`src/rtl/hwpe_ctrl_offload_seq.sv`:
```
// hwpe_ctrl_offload_seq: peripheral-bus master that offloads jobs to an HWPE
// control slave. For each accepted descriptor it acquires a context, writes
// the job registers, writes TRIGGER, and then tracks the job until the slave
// signals completion through its done event.
module hwpe_ctrl_offload_seq #(
    parameter int          N_JOB_REGS   = 4,
    parameter int          N_CONTEXT    = 2,
    parameter logic [31:0] TRIGGER_OFFS = 32'h00,
    parameter logic [31:0] ACQUIRE_OFFS = 32'h04,
    parameter logic [31:0] JOB_OFFS     = 32'h20,
    parameter int          RETRY_WAIT   = 8,
    parameter int          ID_WIDTH     = 16,
    parameter int          MASTER_ID    = 1
) (
    input  logic                              clk_i,
    input  logic                              rst_i,
    input  logic [31:0]                       base_addr_i,
    input  logic                              job_valid_i,
    output logic                              job_ready_o,
    input  logic [32*N_JOB_REGS-1:0]          job_data_i,
    output logic                              req_o,
    input  logic                              gnt_i,
    output logic [31:0]                       add_o,
    output logic                              wen_o,
    output logic [3:0]                        be_o,
    output logic [31:0]                       data_o,
    output logic [ID_WIDTH-1:0]               id_o,
    input  logic [31:0]                       r_data_i,
    input  logic                              r_valid_i,
    input  logic                              evt_done_i,
    output logic                              busy_o,
    output logic [$clog2(N_CONTEXT+1)-1:0]    outstanding_o,
    output logic [15:0]                       jobs_done_o,
    output logic                              err_o
);

    localparam int OUT_W = $clog2(N_CONTEXT + 1);
    // Register index wide enough for up to 16 job registers.
    localparam int K_W   = 5;
    localparam int CNT_W = (RETRY_WAIT > 1) ? $clog2(RETRY_WAIT + 1) : 1;

    typedef enum logic [2:0] {
        S_IDLE,
        S_ACQ_REQ,
        S_ACQ_RESP,
        S_BACKOFF,
        S_WR_REG,
        S_TRIG
    } state_t;

    state_t                    r_state;
    state_t                    w_state_nxt;

    logic [31:0]               r_base;
    logic [32*N_JOB_REGS-1:0]  r_job;
    logic [K_W-1:0]            r_k;
    logic [CNT_W-1:0]          r_cnt;
    logic [OUT_W-1:0]          r_outstanding;
    logic [15:0]               r_jobs_done;
    logic                      r_err;

    logic                      w_room;
    logic                      w_ready;
    logic                      w_accept;
    logic                      w_acq_busy;
    logic                      w_wr_gnt;
    logic                      w_trig_gnt;
    logic                      w_last;
    logic [31:0]               w_word;
    logic [31:0]               w_job_addr;
    logic                      w_unused_rdata;

    // Only the busy flag of the acquire response carries meaning.
    assign w_unused_rdata = ^r_data_i[30:0];

    assign be_o          = 4'hF;
    assign id_o          = ID_WIDTH'(MASTER_ID);
    assign outstanding_o = r_outstanding;
    assign jobs_done_o   = r_jobs_done;
    assign err_o         = r_err;
    assign busy_o        = (r_state != S_IDLE) || (r_outstanding != '0);

    // A new job may only start while the slave still has a free context slot.
    assign w_room  = (r_outstanding < OUT_W'(N_CONTEXT));
    assign w_ready = (r_state == S_IDLE) && w_room && !rst_i;
    assign job_ready_o = w_ready;

    assign w_last     = (r_k == K_W'(N_JOB_REGS - 1));
    assign w_job_addr = r_base + JOB_OFFS + {{(32-K_W-2){1'b0}}, r_k, 2'b00};

    // Select descriptor word k for the current job-register write.
    always_comb begin
        w_word = '0;
        for (int i = 0; i < N_JOB_REGS; i++) begin
            if (r_k == K_W'(i)) begin
                w_word = r_job[i*32 +: 32];
            end
        end
    end

    // Next-state and bus outputs; address/data are functions of registered
    // state only, so they stay stable while a request waits for its grant.
    always_comb begin
        w_state_nxt = r_state;
        w_accept    = 1'b0;
        w_acq_busy  = 1'b0;
        w_wr_gnt    = 1'b0;
        w_trig_gnt  = 1'b0;
        req_o       = 1'b0;
        wen_o       = 1'b1;
        add_o       = '0;
        data_o      = '0;
        case (r_state)
            S_IDLE: begin
                if (job_valid_i && w_ready) begin
                    w_accept    = 1'b1;
                    w_state_nxt = S_ACQ_REQ;
                end
            end
            S_ACQ_REQ: begin
                req_o = 1'b1;
                wen_o = 1'b1;
                add_o = r_base + ACQUIRE_OFFS;
                if (gnt_i) begin
                    w_state_nxt = S_ACQ_RESP;
                end
            end
            S_ACQ_RESP: begin
                if (r_valid_i) begin
                    if (r_data_i[31]) begin
                        // The response cycle counts as the first wait cycle,
                        // so a one-cycle wait retries straight away.
                        w_acq_busy  = 1'b1;
                        w_state_nxt = (RETRY_WAIT > 1) ? S_BACKOFF : S_ACQ_REQ;
                    end else begin
                        w_state_nxt = S_WR_REG;
                    end
                end
            end
            S_BACKOFF: begin
                if (r_cnt <= CNT_W'(1)) begin
                    w_state_nxt = S_ACQ_REQ;
                end
            end
            S_WR_REG: begin
                req_o  = 1'b1;
                wen_o  = 1'b0;
                add_o  = w_job_addr;
                data_o = w_word;
                if (gnt_i) begin
                    w_wr_gnt = 1'b1;
                    if (w_last) begin
                        w_state_nxt = S_TRIG;
                    end
                end
            end
            S_TRIG: begin
                req_o  = 1'b1;
                wen_o  = 1'b0;
                add_o  = r_base + TRIGGER_OFFS;
                data_o = '0;
                if (gnt_i) begin
                    w_trig_gnt  = 1'b1;
                    w_state_nxt = S_IDLE;
                end
            end
            default: begin
                w_state_nxt = S_IDLE;
            end
        endcase
    end

    // State register; reset abandons any request in flight.
    always_ff @(posedge clk_i) begin
        if (rst_i) begin
            r_state <= S_IDLE;
        end else begin
            r_state <= w_state_nxt;
        end
    end

    // Job buffer, register index and retry backoff counter.
    always_ff @(posedge clk_i) begin
        if (rst_i) begin
            r_base <= '0;
            r_job  <= '0;
            r_k    <= '0;
            r_cnt  <= '0;
        end else begin
            if (w_accept) begin
                r_base <= base_addr_i;
                r_job  <= job_data_i;
                r_k    <= '0;
            end else if (w_wr_gnt) begin
                r_k <= r_k + K_W'(1);
            end
            if (w_acq_busy) begin
                r_cnt <= CNT_W'(RETRY_WAIT - 1);
            end else if (r_state == S_BACKOFF) begin
                r_cnt <= r_cnt - CNT_W'(1);
            end
        end
    end

    // In-flight job tracking, completion counter and sticky spurious-done flag.
    always_ff @(posedge clk_i) begin
        if (rst_i) begin
            r_outstanding <= '0;
            r_jobs_done   <= '0;
            r_err         <= 1'b0;
        end else begin
            if (w_trig_gnt && evt_done_i) begin
                // One job leaves as another enters: count unchanged.
                r_jobs_done <= r_jobs_done + 16'd1;
            end else if (w_trig_gnt) begin
                r_outstanding <= r_outstanding + OUT_W'(1);
            end else if (evt_done_i) begin
                if (r_outstanding != '0) begin
                    r_outstanding <= r_outstanding - OUT_W'(1);
                    r_jobs_done   <= r_jobs_done + 16'd1;
                end else begin
                    r_err <= 1'b1;
                end
            end
        end
    end

endmodule

```
`config.mk`:
```
export PLATFORM = sky130hd
export DESIGN_NAME = hwpe_ctrl_offload_seq
export DESIGN_NICKNAME = d
export VERILOG_FILES = /design/src/rtl/hwpe_ctrl_offload_seq.sv
export SDC_FILE = /design/constraint.sdc
export NUM_CORES = 1
export LEC_CHECK = 0
export CORE_MARGIN = 2
export CORE_UTILIZATION = 30
export CTS_CLUSTER_SIZE = 12
export DETAILED_ROUTE_END_ITERATION = 10
export GPL_TIMING_DRIVEN = 0
export PLACE_DENSITY = 0.58
export SYNTH_ARGS = -nofsm -noshare
export SYNTH_HDL_FRONTEND = slang
export SYNTH_SLANG_ARGS = --single-unit
```
`constraint.sdc`:
```
create_clock -name clk_i -period 2.65 [get_ports clk_i]
set_clock_uncertainty 0.1 [all_clocks]
set_input_delay 0.3975 -clock clk_i [delete_from_list [all_inputs] [get_ports clk_i]]
set_output_delay 0.3975 -clock clk_i [all_outputs]
set_load 0.01 [all_outputs]
```
Yosys cells after proc, flatten, opt, wreduce, memory -nomap -nowiden
Cells that the tools add are included.
Widths: inputs -> output; s select.
{"block": "classes", "order_cmp": 2, "n_reduce_logical": 23, "bitwise_logic": 3, "muxes": 34, "n_addsub": 8, "eq_ne": 16}
{"op": "$mux 32", "count": 5}
{"op": "$pmux 32 s3", "count": 1}
{"op": "$mux 16", "count": 4}
{"op": "$add 32x3->32 const B", "count": 1}
{"op": "$add 32x6->32 const B", "count": 1}
{"op": "$add 32x7->32", "count": 1}
{"op": "$mux 3", "count": 10}
{"op": "$pmux 3 s6", "count": 1}
{"op": "$add 16x1->16 const B", "count": 1}
{"op": "$ne 2x2->1 const B", "count": 6}
{"op": "$reduce_bool 2->1", "count": 6}
{"op": "$eq 5x2->1 const B", "count": 2}
{"op": "$mux 1", "count": 10}
{"op": "$reduce_and 7->1", "count": 1}
{"op": "$eq 3x2->1 const B", "count": 2}
{"op": "$eq 3x3->1 const B", "count": 2}
{"op": "$mux 2", "count": 3}
{"op": "$reduce_and 3->1", "count": 2}
{"op": "$reduce_or 2->1", "count": 3}
{"op": "$add 5x1->5 const B", "count": 1}
{"op": "$eq 5x1->1 const B", "count": 1}
{"op": "$logic_not 5->1", "count": 1}
{"op": "$le 4x1->1 const B", "count": 1}
{"op": "$logic_and 1x1->1", "count": 4}
{"op": "13 further kinds", "count": 16}
{"block": "totals", "word_cells": 95, "in_bits": 198, "regBits": 191, "output_inout_bits": 107}

Logic depth before layout (Yosys ltp)
{"block": "logic_depth", "word_depth": 7, "mapped_depth": 10, "mapped_depth_nobuf": 9}

Worst setup path before layout
OpenSTA, ideal clock, no wires.
{"block": "synth_timing", "path_type": "reg-to-output", "from": "reg r_k[1]", "to": "out add_o[19]", "required_time_ns": 2.152, "n_path_buf": 0, "slack_ns": -0.243, "arrival_ns": 2.395, "path_stages_with_launch": 10, "path_cell_list": "dfxtp_1 ha_1 ha_1 inv_1 fa_1 nand2b_1 a21oi_1 o211ai_1 or4_1 o211ai_1"}
{"block": "synth_between", "elab_chain_len": 2}
{"item": "start, declared", "line": "56", "text": "logic [K_W-1:0] r_k;"}
{"item": "start signal, assigned", "line": "195", "text": "r_k <= r_k + K_W'(1);"}
{"item": "$add 32x7->32", "line": "89", "text": "assign w_job_addr = r_base + JOB_OFFS + {{(32-K_W-2){1'b0}}, r_k, 2'b00};"}
{"item": "$pmux 32 s3", "line": "113", "text": "case (r_state)"}
{"item": "end, declared", "line": "23", "text": "output logic [31:0] add_o,"}
Every way passes these cells.

Worst setup path after layout
Ends and elaborated chain as after synthesis.

==> results by group <==
Power and ir drop
  – Pleak: approximately 5.8 nW
  – Maximum vdd ir drop: 467 uV
  – Power Dens Cells: 448 nW/um^2

STA
  – F_max: a little under 0.3 GHz
  – RSZ-0062 raised after global routing: true
  – Worst-Margin Slew: approximately 1 ns
  – Slew Viols, Final: 0
  – Final setup violation count: 60
  – Slew headroom: 0.315
  – Period Utilization, post-route: 1.29
  – Final Hold Fails: 0
  – Final worst slack: -0.776 ns
  – Tmin final: between 3 and 4 ns

Setup path
  – Required @ worst endpoint: between 2 and 2.5 ns
  – Reg2reg start: outstanding_o[1]
  – Type of origin of the critical path: register
  – Cell breakdown of the critical path: ha_4 -> ha_4 -> inv_2 -> fa_2 -> nand2b_4 -> a21oi_4 -> o211ai_1 -> or4_1 -> o211ai_1 -> buf_2
  – Worst Path Max Fanout: 4
  – Largest stage delay on the critical path: 0.44 ns
  – Crit. End Element: primary output
  – Crit path max-delay family: adder cells
  – Worst path slowest cell: or4_1
  – WP buf/inv: 2
  – Kind of critical path: register to primary output
  – Critical Path AT: around 2.9 ns
  – Crit path from: r_k[1]

Floorplanning
  – Die area: 35100 sq um
  – Initial core utilization: 0.303
  – Core area: between 30000 and 40000 sq um
  – Floorplan row count: 67
  – Boundary pin count: 305
  – Die width: approximately 190 um
  – Die Y: 187 um

Final layout
  – Fin area: about 15000 sq um
  – Storage element area: between 3000 and 4000 sq um
  – Fin cells: around 2200
  – Multi-input gate area: ~6300 sq um
  – Area grow syn2layout: 52.4%
  – Fillcell total: 3370
  – Layout cell share with drive strength beyond 1: 0.254
  – Fin nets: approximately 1900

Route
  – Post-DR wirelength/cell: ~19 um
  – Vias per Instance: approximately 5.0
  – DRT antenna net count: 0
  – WL final: about 40000 um
  – DRC: 0
  – Detailed-route via count: approximately 11000
  – First-pass iteration count of the detailed router: 5
  – Initial DRC count: 735

Placement
  – Dpl cells: between 2000 and 2500
  – Port Buffers: roughly 250
  – Placed inst area: 13400 sq um
  – Post-DP HPWL: 29900 um
  – Routability Congestion: 0.899
  – Worst slack, placed: -0.950 ns

Synthesis
  – Number of synthesis warnings: 0
  – FF+latch count, synth: ~190
  – Leading post-synthesis cells by cell area: dfxtp_1 38%, nand2_1 13%, a21oi_1 11%, a22o_1 2.8%, nor2_1 2.8%
  – Gate count of the mapped netlist: around 1300
  – Post-synth top cells: 356 x nand2_1, 225 x a21oi_1, 191 x dfxtp_1
  – Avg Cell Area, Syn: approximately 7.5 sq um
  – Register area share after synthesis: 0.380
  – Most frequent cell after synthesis: nand2_1
  – FFs w/ async S/R, synth: 0
  – Biggest area consumer among synthesized cells: dfxtp_1
  – EDFF count, synth: 0
  – Yosys cell types: 77
  – Post-synth design cell area: about 10000 sq um
  – Synth top area share: 0.380
  – Ys flop type: dfxtp_1

Clock network
  – CTS Buf Count: 17
  – Clk sink count: roughly 190
  – CTS tree: built
  – Hold_buf cts: 0
  – Root Driver: clkbuf_16
  – Clock network latency to the later pin of the worst-skew pair: around 0.43 ns
  – H-tree levels: 4
  – Longest Clk Path Bufs: 2
  – Clock-pin slew on the worst setup and hold paths: about 0.080 ns

Worst hold path
  – Hold Crit Class: register to register
  – Hold wc startpoint: r_base[1]

Global routing
  – Total grt overflow: 0
  – Largest net degree at the start of global routing: 19
  – Vias in the first global route: ~10000
  – Total GRT Usage: 0.223
  – First-pass GRT wire length: 60800 um
  – Antenna violations before repair: 4

Run status
  – Outcome: complete, but fails checks
  – Failing checks: setup timing

Run
  – Max Cap Viol: 0
==> cell usage in the layout (no fill, tap or decap), drive strengths merged, types with 17 or more instances in the layout <==
cell and count:
nor3 25, a22oi 36, clkdlybuf4s50 190, a22o 32, dfxtp 191, ha 18, buf 208, conb 20
inv 37, o21ai 31, nand3 17, a21oi 226, clkbuf 58, nand2 358, nor2 77
==> area by class of cell <==
| cell class | count | share of cell area |
|---|---|---|
| Inverter | 30 | 0.00856 |
| Tap cell | 448 | 0.0365 |
| Timing Repair Buffer | 328 | 0.199 |
| Multi-Input combinational cell | 1014 | 0.409 |
| Clock buffer | 18 | 0.0280 |
| Buffer | 115 | 0.0564 |
| Clock inverter | 14 | 0.00962 |
| Sequential cell | 191 | 0.252 |
| Antenna cell | 3 | 0.000489 |
==> worst paths after layout <==
check	end	slack, ns	depth (start not counted)
min	r_base[1]	0.35	2
max reg2reg	r_base[22]	0.36	7
min reg2reg	r_base[1]	0.35	2
max	add_o[19]	-0.78	10
==> tightest hold or removal path, stage by stage, from the launching register on <==
cell and delay (ns):
dfxtp_1 0.31, nand2_1 0.05, a21oi_1 0.05
==> sequential cells by signal, indices dropped and copies added, names as in the netlist <==
| signal | cells |
|---|---|
| r_job | 128 |
| jobs_done_o | 16 |
| outstanding_o | 2 |
| r_state | 3 |
| r_base | 32 |
| err_o | 1 |
| r_cnt | 4 |
| r_k | 5 |
==> metal layers <==
layer  up-vias  track usage  wire, um
met1      5073        0.281     17300
met3        44       0.0546      2810
met4         2       0.0672       947
met5         -            0        11
li1       5322            -         -
met2       383        0.375     19100
==> metrics by stage <==
stage	power [W]	hold WS, ns	utilization	TNS (ns)
4_1_cts	0.00689	0.356	0.450	-23.96
2_1_floorplan	0.00369	0.332	-	0
6_report	0.00688	0.352	0.461	-23.40
5_1_grt	0.00715	0.374	0.461	-27.68
3_5_place_dp	0.00422	0.345	0.402	-40.30
3_3_place_gp	0.00421	0.338	0.402	-38.97
==> cell families after synthesis <==
family,count (synthesis),share of synthesized area
AO/OA/AOI/OAI,390,0.237
XOR/XNOR,25,0.0217
adder cells (fa/ha/maj),19,0.0243
buffers and inverters,149,0.0862
flip-flops,191,0.380
multiplexers,8,0.00832
other,2,0.000746
AND/OR/NAND/NOR,552,0.242
==> what timing repair did <==
| action | in CTS | in global routing |
|---|---|---|
| setup endpoints to repair | 65 | 86 |
| pin swaps | 108 | 65 |
| setup buffers | 55 | 24 |
| gates resized for setup | 467 | 83 |
| gates cloned | 2 | 0 |
==> where the power goes <==
group,switching (W),total [W],leakage (nW),internal [W]
Clock,0.00128,0.00262,0.278,0.00134
Sequential,0.000108,0.00311,1.56,0.00300
Combinational,0.000589,0.00115,3.95,0.000562
Note: power is estimated with default switching activity, not from simulation.
